### src/rtl/multicycle_control_fsm_if.sv
// Control bundle between the multicycle main FSM and the datapath /
// conditional logic unit. Instruction fields and MemReady come in; strobes and selects go out.
interface multicycle_control_fsm_if;
   logic [1:0] Op;
   logic [5:0] Funct;
   logic [3:0] Rd;
   logic       MemReady;
   logic       IRWrite;
   logic       NextPC;
   logic       PCS;
   logic       RegW;
   logic       MemW;
   logic [1:0] FlagW;
   logic       AdrSrc;
   logic       ALUSrcA;
   logic [1:0] ALUSrcB;
   logic [1:0] ResultSrc;
   logic [1:0] ALUControl;
   logic [1:0] ImmSrc;
   logic [1:0] RegSrc;
   logic [3:0] State;

   modport master (
      input  Op, Funct, Rd, MemReady,
      output IRWrite, NextPC, PCS, RegW, MemW, FlagW,
             AdrSrc, ALUSrcA, ALUSrcB, ResultSrc, ALUControl,
             ImmSrc, RegSrc, State
   );

   modport slave (
      output Op, Funct, Rd, MemReady,
      input  IRWrite, NextPC, PCS, RegW, MemW, FlagW,
             AdrSrc, ALUSrcA, ALUSrcB, ResultSrc, ALUControl,
             ImmSrc, RegSrc, State
   );
endinterface

### src/rtl/multicycle_control_fsm.sv
// Main control FSM of the multicycle core: sequences fetch/decode/execute/writeback
// and emits raw (unconditioned) write strobes plus all datapath selects.
module multicycle_control_fsm #(
   parameter bit MEM_WAIT = 1'b1
) (
   input  logic                          CLK,
   input  logic                          RESET,
   multicycle_control_fsm_if.master      bus
);

   typedef enum logic [3:0] {
      FETCH    = 4'd0,
      DECODE   = 4'd1,
      MEMADR   = 4'd2,
      MEMREAD  = 4'd3,
      MEMWB    = 4'd4,
      MEMWRITE = 4'd5,
      EXECUTER = 4'd6,
      EXECUTEI = 4'd7,
      ALUWB    = 4'd8,
      BRANCH   = 4'd9
   } state_t;

   localparam logic [1:0] ALU_ADD = 2'b00;
   localparam logic [1:0] ALU_SUB = 2'b01;
   localparam logic [1:0] ALU_AND = 2'b10;
   localparam logic [1:0] ALU_ORR = 2'b11;

   state_t     state;
   state_t     nextState;
   logic       memReady;
   logic [3:0] cmd;
   logic       aluDecode;
   logic [1:0] aluOp;
   logic       noWrite;
   logic       addSub;
   logic       rdIsPc;

   logic       irWrite;
   logic       nextPc;
   logic       pcs;
   logic       regW;
   logic       memW;
   logic [1:0] flagW;
   logic       adrSrc;
   logic       aluSrcA;
   logic [1:0] aluSrcB;
   logic [1:0] resultSrc;
   logic [1:0] aluControl;

   assign memReady  = MEM_WAIT ? bus.MemReady : 1'b1;
   assign cmd       = bus.Funct[4:1];
   assign rdIsPc    = (bus.Rd == 4'd15);
   assign aluDecode = (state == EXECUTER) || (state == EXECUTEI) || (state == ALUWB);

   // State register: reset abandons any in-flight instruction immediately
   always_ff @(posedge CLK or posedge RESET) begin
      if (RESET) state <= FETCH;
      else       state <= nextState;
   end

   // ALU command decode; unknown commands become a non-writing ADD
   always_comb begin
      aluOp   = ALU_ADD;
      noWrite = 1'b0;
      case (cmd)
         4'b0100: aluOp = ALU_ADD;
         4'b0010: aluOp = ALU_SUB;
         4'b0000: aluOp = ALU_AND;
         4'b1100: aluOp = ALU_ORR;
         4'b1010: begin
            aluOp   = ALU_SUB;
            noWrite = 1'b1;
         end
         default: begin
            aluOp   = ALU_ADD;
            noWrite = 1'b1;
         end
      endcase
   end

   assign addSub = (aluOp == ALU_ADD) || (aluOp == ALU_SUB);

   always_comb begin
      nextState = state;
      case (state)
         FETCH:    if (memReady) nextState = DECODE;
         DECODE: begin
            case (bus.Op)
               2'b00:   nextState = bus.Funct[5] ? EXECUTEI : EXECUTER;
               2'b01:   nextState = MEMADR;
               2'b10:   nextState = BRANCH;
               default: nextState = FETCH;
            endcase
         end
         MEMADR:   nextState = bus.Funct[0] ? MEMREAD : MEMWRITE;
         MEMREAD:  if (memReady) nextState = MEMWB;
         MEMWB:    nextState = FETCH;
         MEMWRITE: if (memReady) nextState = FETCH;
         EXECUTER: nextState = ALUWB;
         EXECUTEI: nextState = ALUWB;
         ALUWB:    nextState = FETCH;
         BRANCH:   nextState = FETCH;
         default:  nextState = FETCH;
      endcase
   end

   always_comb begin
      irWrite    = 1'b0;
      nextPc     = 1'b0;
      pcs        = 1'b0;
      regW       = 1'b0;
      memW       = 1'b0;
      flagW      = 2'b00;
      adrSrc     = 1'b0;
      aluSrcA    = 1'b0;
      aluSrcB    = 2'b00;
      resultSrc  = 2'b00;
      aluControl = aluDecode ? aluOp : ALU_ADD;
      case (state)
         FETCH: begin
            aluSrcA   = 1'b1;
            aluSrcB   = 2'b10;
            resultSrc = 2'b10;
            irWrite   = memReady;
            nextPc    = memReady;
         end
         DECODE: begin
            aluSrcA   = 1'b1;
            aluSrcB   = 2'b10;
            resultSrc = 2'b10;
         end
         MEMADR: begin
            aluSrcB = 2'b01;
         end
         MEMREAD: begin
            adrSrc = 1'b1;
         end
         MEMWB: begin
            resultSrc = 2'b01;
            regW      = 1'b1;
            pcs       = rdIsPc;
         end
         MEMWRITE: begin
            adrSrc = 1'b1;
            memW   = 1'b1;
         end
         EXECUTER: begin
            flagW = {bus.Funct[0], bus.Funct[0] & addSub};
         end
         EXECUTEI: begin
            aluSrcB = 2'b01;
            flagW   = {bus.Funct[0], bus.Funct[0] & addSub};
         end
         ALUWB: begin
            regW = ~noWrite;
            pcs  = rdIsPc & ~noWrite;
         end
         BRANCH: begin
            aluSrcB   = 2'b01;
            resultSrc = 2'b10;
            pcs       = 1'b1;
         end
         default: ;
      endcase
      // State is already FETCH during reset, but the MemReady-driven strobes must still be held off
      if (RESET) begin
         irWrite = 1'b0;
         nextPc  = 1'b0;
         pcs     = 1'b0;
         regW    = 1'b0;
         memW    = 1'b0;
         flagW   = 2'b00;
      end
   end

   assign bus.IRWrite    = irWrite;
   assign bus.NextPC     = nextPc;
   assign bus.PCS        = pcs;
   assign bus.RegW       = regW;
   assign bus.MemW       = memW;
   assign bus.FlagW      = flagW;
   assign bus.AdrSrc     = adrSrc;
   assign bus.ALUSrcA    = aluSrcA;
   assign bus.ALUSrcB    = aluSrcB;
   assign bus.ResultSrc  = resultSrc;
   assign bus.ALUControl = aluControl;
   assign bus.ImmSrc     = bus.Op;
   assign bus.RegSrc     = {bus.Op == 2'b01, bus.Op == 2'b10};
   assign bus.State      = state;

endmodule
### src/flat_wrapper.sv
// flat-port wrapper written by rule: the top's interface ports become plain ports
module multicycle_control_fsm_flat 
#(
   parameter bit MEM_WAIT = 1'b1
)
  (CLK, RESET, bus_Op, bus_Funct, bus_Rd, bus_MemReady, bus_IRWrite, bus_NextPC, bus_PCS, bus_RegW, bus_MemW, bus_FlagW, bus_AdrSrc, bus_ALUSrcA, bus_ALUSrcB, bus_ResultSrc, bus_ALUControl, bus_ImmSrc, bus_RegSrc, bus_State);
  multicycle_control_fsm_if bus_i ();
  input  logic CLK;
  input  logic RESET;
  input wire logic [$bits(bus_i.Op)-1:0] bus_Op;
  input wire logic [$bits(bus_i.Funct)-1:0] bus_Funct;
  input wire logic [$bits(bus_i.Rd)-1:0] bus_Rd;
  input wire logic [$bits(bus_i.MemReady)-1:0] bus_MemReady;
  output wire logic [$bits(bus_i.IRWrite)-1:0] bus_IRWrite;
  output wire logic [$bits(bus_i.NextPC)-1:0] bus_NextPC;
  output wire logic [$bits(bus_i.PCS)-1:0] bus_PCS;
  output wire logic [$bits(bus_i.RegW)-1:0] bus_RegW;
  output wire logic [$bits(bus_i.MemW)-1:0] bus_MemW;
  output wire logic [$bits(bus_i.FlagW)-1:0] bus_FlagW;
  output wire logic [$bits(bus_i.AdrSrc)-1:0] bus_AdrSrc;
  output wire logic [$bits(bus_i.ALUSrcA)-1:0] bus_ALUSrcA;
  output wire logic [$bits(bus_i.ALUSrcB)-1:0] bus_ALUSrcB;
  output wire logic [$bits(bus_i.ResultSrc)-1:0] bus_ResultSrc;
  output wire logic [$bits(bus_i.ALUControl)-1:0] bus_ALUControl;
  output wire logic [$bits(bus_i.ImmSrc)-1:0] bus_ImmSrc;
  output wire logic [$bits(bus_i.RegSrc)-1:0] bus_RegSrc;
  output wire logic [$bits(bus_i.State)-1:0] bus_State;
  assign bus_i.Op = bus_Op;
  assign bus_i.Funct = bus_Funct;
  assign bus_i.Rd = bus_Rd;
  assign bus_i.MemReady = bus_MemReady;
  assign bus_IRWrite = bus_i.IRWrite;
  assign bus_NextPC = bus_i.NextPC;
  assign bus_PCS = bus_i.PCS;
  assign bus_RegW = bus_i.RegW;
  assign bus_MemW = bus_i.MemW;
  assign bus_FlagW = bus_i.FlagW;
  assign bus_AdrSrc = bus_i.AdrSrc;
  assign bus_ALUSrcA = bus_i.ALUSrcA;
  assign bus_ALUSrcB = bus_i.ALUSrcB;
  assign bus_ResultSrc = bus_i.ResultSrc;
  assign bus_ALUControl = bus_i.ALUControl;
  assign bus_ImmSrc = bus_i.ImmSrc;
  assign bus_RegSrc = bus_i.RegSrc;
  assign bus_State = bus_i.State;
  multicycle_control_fsm #(.MEM_WAIT(MEM_WAIT)) u_core (.CLK(CLK), .RESET(RESET), .bus(bus_i));
endmodule
### config.mk
export PLATFORM = sky130hd
export DESIGN_NAME = multicycle_control_fsm_flat
export DESIGN_NICKNAME = d
export VERILOG_FILES = /design/src/rtl/multicycle_control_fsm_if.sv /design/src/rtl/multicycle_control_fsm.sv /design/src/flat_wrapper.sv
export SDC_FILE = /design/constraint.sdc
export NUM_CORES = 1
export LEC_CHECK = 0
export ABC_AREA = 0
export ABC_CLOCK_PERIOD_IN_PS = 1380
export CORE_MARGIN = 4
export CORE_UTILIZATION = 33
export CTS_CLUSTER_DIAMETER = 50
export DETAILED_ROUTE_END_ITERATION = 16
export HOLD_SLACK_MARGIN = 0.02
export PLACE_DENSITY = 0.78
export SKIP_LAST_GASP = 1
export SLEW_MARGIN = 20
export SYNTH_ARGS = -nofsm -noshare
export SYNTH_HDL_FRONTEND = slang
export SYNTH_SLANG_ARGS = --single-unit
### constraint.sdc
create_clock -name CLK -period 1.38 [get_ports CLK]
set_input_delay 0.138 -clock CLK [delete_from_list [all_inputs] [get_ports CLK]]
set_output_delay 0.138 -clock CLK [all_outputs]
set_load 0.005 [all_outputs]
======== Yosys cells after proc, flatten, opt, wreduce, memory -nomap -nowiden ========
Cells that the tools add are included.
word-level totals
  register bits after elaboration ......... 4
  bits in latches ......................... 0
  bits in writable memories ............... 0
  ROM bits ................................ 0
  bits of input ports ..................... 15
  memories ................................ 0
operators by class
  add/subtract/negate cells ............... 0
  multiply operators ...................... 0
  divide/modulo/power cells ............... 0
  magnitude comparators ................... 0
  equality and inequality tests ........... 20
  shift-type cells ........................ 0
  mux-type cells .......................... 23
  bitwise logic cells ..................... 2
  reduce and logical (&&, ||, !) cells .... 15
operator list
  cell                count
  $pmux 4 s6          1
  $eq 4x3->1 const B  5
  $eq 4x4->1 const B  5
  $eq 4x2->1 const B  3
  $mux 4              3
  $pmux 4 s3          1
  $mux 1              9
  $logic_not 4->1     2
  $pmux 2 s2          2
  $reduce_or 2->1     4
  $mux 2              3
  $ne 2x2->1 const B  3
  $pmux 2 s3          1
  $reduce_or 3->1     2
  $eq 2x1->1 const B  2
  $eq 4x1->1 const B  1
  $logic_not 2->1     2
  $reduce_or 4->1     1
  $logic_or 1x1->1    3
  $mux 3              1
  $pmux 1 s3          1
  $reduce_and 3->1    1
  $and 1x1->1         2
  $eq 2x2->1 const B  1
  $pmux 1 s2          1

======== Longest topological paths before layout ========
Gate-level depths: netlist of the first run.
  word-level depth ........................ 8
  gate-level depth with buffers ........... 5

======== Worst setup path before layout of the first run ========
OpenSTA, ideal clock, no wires.
  path type ............................... register -> output
  start point ............................. reg u_core.state[2], in the netlist u_core.bus.State[2]
  end point ............................... out bus_NextPC
  arrival ................................. 1.277 ns
  data required time ...................... 1.242 ns
  slack ................................... -0.035 ns
  cell stages (with the launch flop) ...... 6
  cell sequence ........................... dfrtp_1 -> buf_2 -> nor2_1 -> nand2_1 -> nor4_1 -> buf_4
on the way
  cells in the longest elaborated chain, start to end .. 3
RTL lines
  item                    line                          RTL
  from (decl)             multicycle_control_fsm.sv:29  state_t state;
  from (signal assigned)  multicycle_control_fsm.sv:59  else state <= nextState;
  $logic_not 4->1         -
  $mux 1 (2 in series)    -
  to (decl)               flat_wrapper.sv:15            output wire logic [$bits(bus_i.NextPC)-1:0] bus_NextPC;
No other way between the ends.

======== Final worst setup path of the first run ========
  start point ............................. reg u_core.state[0], in the netlist u_core.bus.State[0]
  end point ............................... out bus_PCS
on the way
  cells in the longest elaborated chain, start to end .. 3
  elaborated cells on any way between the ends .. 5
  classes of those cells .................. eq/ne (3); mux (2)
RTL lines
  item                                      line                           RTL
  $eq 4x4->1 or $eq 4x3->1 (tied branches)  multicycle_control_fsm.sv:120  case (state)
  $pmux 1 s3 *                              multicycle_control_fsm.sv:120
  $mux 1 *                                  multicycle_control_fsm.sv:167  if (RESET) begin
  to (decl)                                 flat_wrapper.sv:16             output wire logic [$bits(bus_i.PCS)-1:0] bus_PCS;
Mark *: on every way between the ends. The rest lies on a longest branch, timed or not.

==> summary.md, run 1 <==
| Metric | Value |
|---|---|
| Worst setup SP type | flip-flop |
| Worst Tran Pin Value | 319 ps |
| Max FFs per register | 4 |
| Die ar. | 0.00231 mm² |
| Post-synth EDFFs | 0 |
| Die X | 48.1 µm |
| First-pass GRT wire length | 3.42 mm |
| Hold WC Path Type | in -> async |
| DRT iter0 DRCs | 9 |
| Pleak | 0.000643 µW |
| Largest net degree at the start of global routing | 8 |
| Netlist cell types | 35 |
| # DRC | 0 |
| Post-DRT Antenna Nets | 0 |
| CTS root buffer | clkbuf_4 |
| Post-layout util | 90.4% |
| Setup crit end kind | output port |
| Layout cells sized above 1 | 64.1% |
| Vias in the first global route | ~820 |
| Synthesized flop and latch total | 4 |
| Initial Utilization | 35.2% |
| Non-filler cells, final | 158 |
| Most common cell in the netlist | nor3_1 |
| Fin area | 0.00136 mm² |
| Area fraction of the dominant cell type after synthesis | 18.9% |
| Synthesized Nets | 85 |
| Fin nets | roughly 160 |
| Fillers | 66 |
| Outcome | finished, violations left |
| Mean post-synth cell area | 7.58 µm² |
| Fin crit share | 123% |
| CTS tree | built |
| Fmax | between 500 and 600 MHz |
| Post-synthesis sequential area ratio | 18.9% |
| # IOs | 38 |
| P_int | 1350 µW |
| Ant diodes | 0 |
| Total gr overflow | 0 |
| DP HPWL | approximately 1.5 mm |
| Drt total wl | 3.15 mm |
| Critical path class | reg -> out |
| Ys flop type | dfrtp_1 |
| Core ar. | 0.00151 mm² |
| Net Sw Power | 978 µW |
| Failing checks | setup timing |
| Power, Total | 2330 µW |
| Post-CTS Hold Fix Bufs | 0 |
| Final hold violation count | 0 |
| RSZ-0062 raised after global routing | true |
| Warnings, synthesis | 0 |
| Synth area leader | dfrtp_1 |
| Clock transition at the registers of the reported paths | 40 ps |
| Sw frac | between 40% and 50% |
| Area Overhead vs Synth | 157% |
| Slew Viols, Final | 0 |
| Vias/cell | between 5 and 6 |
| Num CTS Buffers | 3 |
| Slew headroom | 78.6% |
| Drt pass-1 iters | 4 |
| Vias post-DR | 887 |
| Clock insertion delay at the later pin of the skew report | 230 ps |
| Worst Skew | 5.53 ps |
| # H-tree levels | 1 |
| Syn Inst Count | 70 |
| Clk sinks | 4 |
| Synth top cells by count | 8 x nor3_1, 6 x nand2_1, 6 x nor2b_1 |
| Routability cong. | roughly 0.84 |
| Comb power frac | 84.6% |
| Fin worst setup slack | -319 ps |
| Max cap viols | 0 |
| Post-Place Cell Area | 0.00106 mm² |
| Fraction of registers with async set/reset | 100% |
| Clk buf depth | 2 |
| WP data required | 1240 ps |
| Synth area leaders | dfrtp_1 19%, nor3_1 7.5%, nor2b_1 7.1% |
| FP Rows | 14 |
| Initial antenna violation count | 0 |
| Count of input and output buffers | 37 |
| R2r worst-path depth | 6 |
| Final setup fails | 16 |
| Pwr Density | 1710 mW/mm² |
| Area of the mapped netlist | 531 µm² |
| Setup WS pre-CTS | -541 ps |
| Dpl cells | 140 |
| Arr. time, crit path | 1560 ps |
| GRT Util Overall | 21.2% |
| Min cycle time layout | 1700 ps |
| Sequential power share | about a tenth |
| Worst-path maximum fanout | 3 |
| Clock share of power | 6.1% |
| Die Y | 48.1 µm |
| Worst vdd ir | 1.45 mV |
| WL per Instance | 19.9 µm |
==> logic make-up (layout without fill, tap and decap cells) <==
logic type / count (synthesis) / count (layout) / synth area share [%]
AND/OR/NAND/NOR: 35 / 35 / 38.9
AO/OA/AOI/OAI: 14 / 14 / 18.2
buffers and inverters: 11 / 83 / 12.7
multiplexers: 4 / 4 / 8.02
flip-flops: 4 / 4 / 18.9
XOR/XNOR: 2 / 2 / 3.30
==> what timing repair did <==
item	in CTS	in global routing
pin swaps	10	13
resized for setup	93	32
buffers inserted	11	6
endpoints found under the hold margin	0	0
setup endpoints to repair	22	18
==> critical path: stages (launching register included) <==
cell and delay [ps]:
dfrtp_1 380, buf_6 130, or4_1 510, o21ai_1 170, buf_2 140
==> power groups by stage <==
| stage | Clock, µW | Combinational, µW | Sequential [µW] |
|---|---|---|---|
| after floorplan | 0 | 536 | 204 |
| after global placement | 0 | 1220 | 228 |
| after detailed placement | 0 | 1240 | 229 |
| after CTS | 147 | 1490 | 209 |
| after global routing | 154 | 2080 | 221 |
| final | 141 | 1970 | 217 |
==> routing by layer <==
metal / vias up / share of wire [%] / GRT usage (%)
li1: 400 / - / -
met1: 412 / 36 / 20.9
met2: 57 / 51 / 39.6
met3: 18 / 8.0 / 3.32
met4: 0 / 5.3 / 15.1
met5: - / 0 / 0
==> cells in the final DEF, fill, tap and decap left out, types with 2 or more instances in the layout <==
master           synthesis  routed
a21oi_2                  0       2
buf_2                    3      15
buf_4                    4      24
buf_6                    1      14
buf_8                    0       2
clkbuf_4                 0       3
clkdlybuf4s50_1          0      14
dfrtp_1                  4       2
dfrtp_2                  0       2
dlygate4sd2_1            0       7
mux2i_1                  2       2
nand2_1                  6       5
nand2b_4                 0       2
nand4_1                  2       2
nor2b_1                  6       2
nor2b_4                  0       4
nor3_2                   0       6
==> layout make-up <==
type	count	area (µm²)	area share (%)
Clock buffer	3	22.5	1.65
Timing Repair Buffer	77	657	48.3
Inverter	3	13.8	1.01
Sequential cell	4	103	7.54
Tap cell	16	20.0	1.47
Multi-Input combinational cell	55	546	40.1
==> metrics by stage <==
stage	setup TNS [ps]	hold WS (ps)
after floorplan	0	-87.6
after global placement	-4640	633
after detailed placement	-5160	639
after CTS	-1450	404
after global routing	-3020	446
final	-2120	446
==> path summary, 6_finish.rpt <==
check / start / endpoint / slack, ps
min reg2reg: u_core.bus.State[3] / u_core.bus.State[3] / 790
min in group CLK: bus_Op[0] / u_core.bus.State[3] / 570
max reg2reg: u_core.bus.State[2] / u_core.bus.State[0] / -40
max: u_core.bus.State[0] / bus_PCS / -320
min: RESET / u_core.bus.State[1] / 450
max in group asynchronous: RESET / u_core.bus.State[2] / 820
Note: power is estimated with default switching activity, not from simulation.
==> inputs of run 2 (changes only) <==
--- a/config.mk
+++ b/config.mk
@@ -18,3 +18,4 @@
 export SYNTH_ARGS = -nofsm -noshare
 export SYNTH_HDL_FRONTEND = slang
 export SYNTH_SLANG_ARGS = --single-unit
+export TNS_END_PERCENT = 30
==> run 2 against run 1 <==
Against the previous run:
- the flow still finishes with violations (setup timing)
- via count decreased by 9.8%
- maximum frequency increased by 1.9%
- count of clock-buffer cells in the layout unchanged
==> summary.md, run 2 (same netlist as run 1, synthesis figures left out) <==
| Metric | Value |
|---|---|
| R2r worst-path depth | 6 (unchanged) |
| Fillers | 90 (+36%) |
| Total gr overflow | 0 (unchanged) |
| Final hold violation count | 0 (unchanged) |
| # H-tree levels | 1 (unchanged) |
| Hold WC Path Type | in -> async |
| Commonest non-fill, non-tap cell in the layout | buf_4 |
| Fin nets | 157 (-1.3%) |
| Ant diodes | 0 (unchanged) |
| Clk sinks | 4 (unchanged) |
| Fmax | 600 MHz (+1.9%) |
| Initial antenna violation count | 0 (unchanged) |
| Vias/cell | 5.13 (-8.7%) |
| Arr. time, crit path | 1530 ps (-30 ps) |
| Drt pass-1 iters | 4 (unchanged) |
| First-pass GRT wire length | 3.33 mm (-2.6%) |
| Slew headroom | 80.2% (+1.6 points) |
| Slew Viols, Final | 0 (unchanged) |
| Routability cong. | 0.843 (unchanged) |
| Setup crit end kind | output port |
| RSZ-0062 raised after global routing | true |
| Largest net degree at the start of global routing | 8 (unchanged) |
| Layout cells sized above 1 | 52.9% (-11 points) |
| Num CTS Buffers | 3 (unchanged) |
| Post-DRT Antenna Nets | 0 (unchanged) |
| Fin worst setup slack | -287 ps (+31.3 ps) |
| Worst vdd ir | 1.14 mV (-22%) |
| CTS root buffer | clkbuf_4 |
| Worst setup SP type | flip-flop |
| Post-CTS Hold Fix Bufs | 0 (unchanged) |
| Max cap viols | 0 (unchanged) |
| WL per Instance | 15.8 µm (-21%) |
| Drt total wl | 2.46 mm (-22%) |
| Hold_ws | 438 ps (-8.22 ps) |
| Worst reg2reg startpoint | u_core.bus.State[2] |
| GRT Util Overall | 20.4% (-0.77 points) |
| Core ar. | 0.00151 mm² (unchanged) |
| Setup slack, reg-to-reg | -140 ps (-100 ps) |
| Min cycle time layout | 1670 ps (-31.3 ps) |
| Failing checks | setup timing |
| Fin crit share | 121% (-2.3 points) |
| Post-Place Cell Area | 0.00106 mm² (unchanged) |
| DRT iter0 DRCs | 9 (unchanged) |
| RR Endpoint | u_core.bus.State[0] |
| Vias post-DR | 800 (-9.8%) |
| Clock transition at the registers of the reported paths | 40 ps (about the same) |
| CTS tree | built |
| Pwr Density | 1610 mW/mm² (-5.6%) |
| # DRC | 0 (unchanged) |
| Outcome | finished, violations left |
| WP data required | 1240 ps (about the same) |
| Final setup fails | 23 (+7) |
| Worst-path maximum fanout | 6 (+3) |
| FP Rows | 14 (unchanged) |
| Clk buf depth | 2 (unchanged) |
| CP startpoint | u_core.bus.State[3] |
| Pleak | 0.000578 µW (-10%) |
| Die Y | 48.1 µm (unchanged) |
| Worst Skew | 4.15 ps (-1.38 ps) |
| Area Overhead vs Synth | 137% |
| Worst Tran Pin Value | 297 ps (-22.0 ps) |
| Post-layout util | 83.3% (-7.1 points) |
| # IOs | 38 (unchanged) |
| DP HPWL | 1.46 mm (unchanged) |
| Vias in the first global route | 793 (-3.6%) |
| Fin area | 0.00125 mm² (-7.8%) |
| Count of input and output buffers | 37 (unchanged) |
| Critical path class | reg -> out |
| Die X | 48.1 µm (unchanged) |
| Max FFs per register | 4 (unchanged) |
| Clock insertion delay at the later pin of the skew report | 230 ps (about the same) |
| Die ar. | 0.00231 mm² (unchanged) |
| Most frequent cells in the layout | 28 x buf_4, 21 x clkdlybuf4s50_1, 10 x buf_6 |
| Initial Utilization | 35.2% (unchanged) |
run 2: changes by cell type in the layout (fill, tap and decap cells not counted), sizes merged:
cell and delta:
clkdlybuf4s50 +7, dlygate4sd2 -1, dlymetal6s2s -1, buf -8, clkbuf +1
run 2: layout make-up:
| class | count | area (µm²) | share of cell area, % |
|---|---|---|---|
| Clock buffer | 3 | 22.5 | 1.79 |
| Inverter | 3 | 11.3 | 0.897 |
| Multi-Input combinational cell | 55 | 463 | 36.9 |
| Sequential cell | 4 | 103 | 8.18 |
| Tap cell | 16 | 20.0 | 1.60 |
| Timing Repair Buffer | 75 | 636 | 50.6 |
run 2: worst max-delay path: stages (launching register included):
cell     delay [ps]
dfrtp_2         420
buf_6           130
nor3b_4         170
a21oi_2          90
nor4_2          300
buf_2           180
run 2: worst max-delay path by stage:
stage                 endpoint  slack (ps)  depth (start not counted)
floorplan           bus_NextPC          60                          5
global placement       bus_PCS        -460                          5
detailed placement    bus_RegW        -540                          5
CTS                   bus_RegW        -200                          5
global route          bus_RegW        -330                          5
finish                bus_RegW        -290                          5
run 2: timing repair:
item,4_1_cts,5_1_grt
cloned,0,0
pin swaps,9,5
endpoints found under the setup margin,22,23
setup buffers,11,3
gates resized for setup,58,19
run 2: through the flow:
| stage | std cells | setup WS (ps) | total power (µW) | TNS (ps) |
|---|---|---|---|---|
| finish | 156 | -287 | 2030 | -2720 |
| floorplan | 70 | 59.7 | 740 | 0 |
| detailed placement | 140 | -541 | 1470 | -5160 |
| CTS | 154 | -201 | 1810 | -2850 |
| global placement | 140 | -463 | 1440 | -4640 |
| global route | 156 | -332 | 2160 | -4200 |
run 2: routing by layer:
metal | GRT usage, % | vias to the layer above | part of all wire (%)
met1 | 20.9 | 374 | 39
met3 | 2.21 | 2 | 6.6
li1 | - | 392 | -
met2 | 39.6 | 32 | 53
met4 | 11.3 | 0 | 0.69
met5 | 0 | - | 0
run 2: power breakdown:
part	leakage (µW)	internal (µW)	switching (µW)	total, µW
Sequential	0.0000490	166	49.5	216
Combinational	0.000515	964	708	1670
Clock	0.0000138	96.8	41.9	139
Total	0.000578	1230	800	2030
==> inputs of run 3 (changes only) <==
--- a/config.mk
+++ b/config.mk
@@ -7,14 +7,14 @@
 export LEC_CHECK = 0
 export ABC_AREA = 0
 export ABC_CLOCK_PERIOD_IN_PS = 1380
+export CAP_MARGIN = 20
 export CORE_MARGIN = 4
-export CORE_UTILIZATION = 33
+export CORE_UTILIZATION = 30
 export CTS_CLUSTER_DIAMETER = 50
 export DETAILED_ROUTE_END_ITERATION = 16
 export HOLD_SLACK_MARGIN = 0.02
-export PLACE_DENSITY = 0.78
+export PLACE_DENSITY = 0.72
 export SKIP_LAST_GASP = 1
-export SLEW_MARGIN = 20
 export SYNTH_ARGS = -nofsm -noshare
 export SYNTH_HDL_FRONTEND = slang
 export SYNTH_SLANG_ARGS = --single-unit
==> run 3 against run 2 <==
Against the previous run:
- the flow still finishes with violations (setup timing)
- design area is 2.9% lower
- worst setup slack better by 69 ps
- count of clock-buffer cells in the layout did not move
- critical endpoint is now bus_PCS
==> summary.md, run 3 (same netlist as run 1, synthesis figures left out) <==
| Metric | Value |
|---|---|
| Commonest non-fill, non-tap cell in the layout | buf_4 |
| Non-filler cells, final | 164 (+5.1%) |
| Clk buf depth | 2 (unchanged) |
| Failing checks | setup timing |
| Total gr overflow | 0 (unchanged) |
| CTS root buffer | clkbuf_4 |
| RSZ-0062 raised after global routing | true |
| Dpl cells | 149 (+6.4%) |
| Vias post-DR | 799 (-0.13%) |
| Final setup fails | 24 (+4.3%) |
| P_int | 1170 µW (-4.2%) |
| Pleak | 0.000575 µW (-0.42%) |
| Crit path buf inv count | 1 (-1) |
| Initial Utilization | 33.3% (-1.9 points) |
| Worst Skew | 3.83 ps (-0.318 ps) |
| Fillers | 109 (+21%) |
| Die Y | 50.1 µm (+4.1%) |
| Count of input and output buffers | 37 (unchanged) |
| Routability cong. | 0.858 (+1.8%) |
| DRT iter0 DRCs | 17 (+8) |
| Slew headroom | 81.0% (+0.79 points) |
| Sw frac | 38.8% (-0.65 points) |
| Vias/cell | 4.87 (-5.0%) |
| Fin area | 0.00122 mm² (-2.9%) |
| Max FFs per register | 4 (unchanged) |
| Fin crit share | 116% (-5.0 points) |
| Most frequent cells in the layout | 33 x buf_4, 17 x clkdlybuf4s50_1, 9 x dlygate4sd2_1, 9 x buf_2, 7 x nor3_1 |
| DP HPWL | 1.46 mm (-0.16%) |
| Ant diodes | 0 (unchanged) |
| Worst-path maximum fanout | 5 (-1) |
| Drt pass-1 iters | 4 (unchanged) |
| Setup crit end kind | output port |
| GRT Util Overall | 17.9% (-2.6 points) |
| Critical path class | reg -> out |
| Crit-path cells | or4_1, o21ai_2, buf_2 |
| # H-tree levels | 1 (unchanged) |
| Sequential power share | 12.4% (+1.8 points) |
| Area Overhead vs Synth | 130% |
| Worst setup SP type | flip-flop |
| First-pass GRT wire length | 3.46 mm (+3.9%) |
| Slew Viols, Final | 0 (unchanged) |
| Clock share of power | 7.4% (+0.6 points) |
| Worst Tran Pin Value | 283 ps (-14.1 ps) |
| Fmax | 626 MHz (+4.3%) |
| Outcome | finished, violations left |
| Die ar. | 0.00251 mm² (+8.3%) |
| # IOs | 38 (unchanged) |
| Final hold violation count | 0 (unchanged) |
| Largest delay share family, worst path | simple AND/OR/NAND/NOR gates |
| Layout cells sized above 1 | 49.3% (-3.6 points) |
| Initial antenna violation count | 0 (unchanged) |
| Post-DRT Antenna Nets | 0 (unchanged) |
| Post-layout util | 76.5% (-6.9 points) |
| Post-Place Cell Area | 0.00108 mm² (+1.7%) |
| Fin nets | 157 (unchanged) |
| Pwr Density | 1580 mW/mm² (-2.4%) |
| Fin worst setup slack | -218 ps (+69.1 ps) |
| CTS tree | built |
| WL per Instance | 13.6 µm (-14%) |
| Arr. time, crit path | 1460 ps (-70 ps) |
| Max cap viols | 0 (unchanged) |
| Comb power frac | 80.2% (-2.3 points) |
| Num CTS Buffers | 3 (unchanged) |
| Delay of the slowest cell on the worst path | 550 ps (+130 ps) |
| FP Rows | 14 (unchanged) |
| # DRC | 0 (unchanged) |
| WP data required | 1240 ps (about the same) |
| Vias in the first global route | 773 (-2.5%) |
| Largest net degree at the start of global routing | 9 (+1) |
| Clock transition at the registers of the reported paths | 40 ps (about the same) |
| Die X | 50.1 µm (+4.1%) |
| Power, Total | 1920 µW (-5.2%) |
| Hold WC Path Type | in -> async |
| Clk sinks | 4 (unchanged) |
| Slowest-stage cell, CP | or4_1 |
| Core ar. | 0.00159 mm² (+5.8%) |
| Clock insertion delay at the later pin of the skew report | 230 ps (about the same) |
| Min cycle time layout | 1600 ps (-69.1 ps) |
| Drt total wl | 2.23 mm (-9.3%) |
| Net Sw Power | 745 µW (-6.8%) |
| Worst vdd ir | 1.32 mV (+16%) |
## run 3: cell types whose count changed in the layout (fill, tap and decap cells not counted), sizes merged
cell	before	now
clkdlybuf4s50	21	17
dlygate4sd2	6	9
dlymetal6s2s	0	1
## run 3: worst paths after layout
kind	endpoint	start	slack, ps	cells past startpoint
setup / recovery	bus_PCS	u_core.bus.State[0]	-220	3
hold / removal	u_core.bus.State[2]	RESET	380	4
setup reg to reg	u_core.bus.State[0]	u_core.bus.State[2]	-90	5
hold reg to reg	u_core.bus.State[2]	u_core.bus.State[3]	740	3
max in group asynchronous	u_core.bus.State[1]	RESET	890	4
min in group CLK	u_core.bus.State[0]	bus_Funct[5]	680	4
## run 3: final cells by class
| type | count | area, µm² | share of cell area [%] |
|---|---|---|---|
| Inverter | 3 | 11.3 | 0.924 |
| Sequential cell | 4 | 103 | 8.42 |
| Timing Repair Buffer | 75 | 616 | 50.5 |
| Tap cell | 24 | 30.0 | 2.46 |
| Clock buffer | 3 | 22.5 | 1.85 |
| Multi-Input combinational cell | 55 | 437 | 35.8 |
## run 3: power groups by stage
stage          logic [µW]  registers, µW  clock network (µW)
3_5_place_dp         1230            228                   0
3_3_place_gp         1220            228                   0
5_1_grt              1650            245                 160
6_report             1540            237                 142
2_1_floorplan         536            204                   0
4_1_cts              1430            223                 149
## run 3: worst register-to-register path: cells and delay by family, from the launching register on
family,cells,cell delay [ps]
mux,1,320
flops,1,460
compound gates,1,210
buf+inv,3,370
## run 3: stage by stage
step	hold WS, ps	worst slack [ps]	setup TNS (ps)
6_report	383	-218	-2720
2_1_floorplan	-87.6	59.7	0
4_1_cts	372	-193	-2990
3_3_place_gp	595	-453	-4660
3_5_place_dp	619	-481	-4770
5_1_grt	422	-286	-4390
## run 3: timing repair
item	in CTS	in global routing
resized for setup	58	12
pin swaps	12	4
gates cloned	0	0
setup endpoints to repair	23	25
hold buffers	0	0
buffers inserted	13	1
## run 3: metal layers
layer | global-route usage (%) | share of wire (%)
met5 | 0 | 0
met4 | 8.76 | 1.2
met3 | 4.82 | 6.2
met2 | 33.9 | 54
met1 | 17.3 | 38
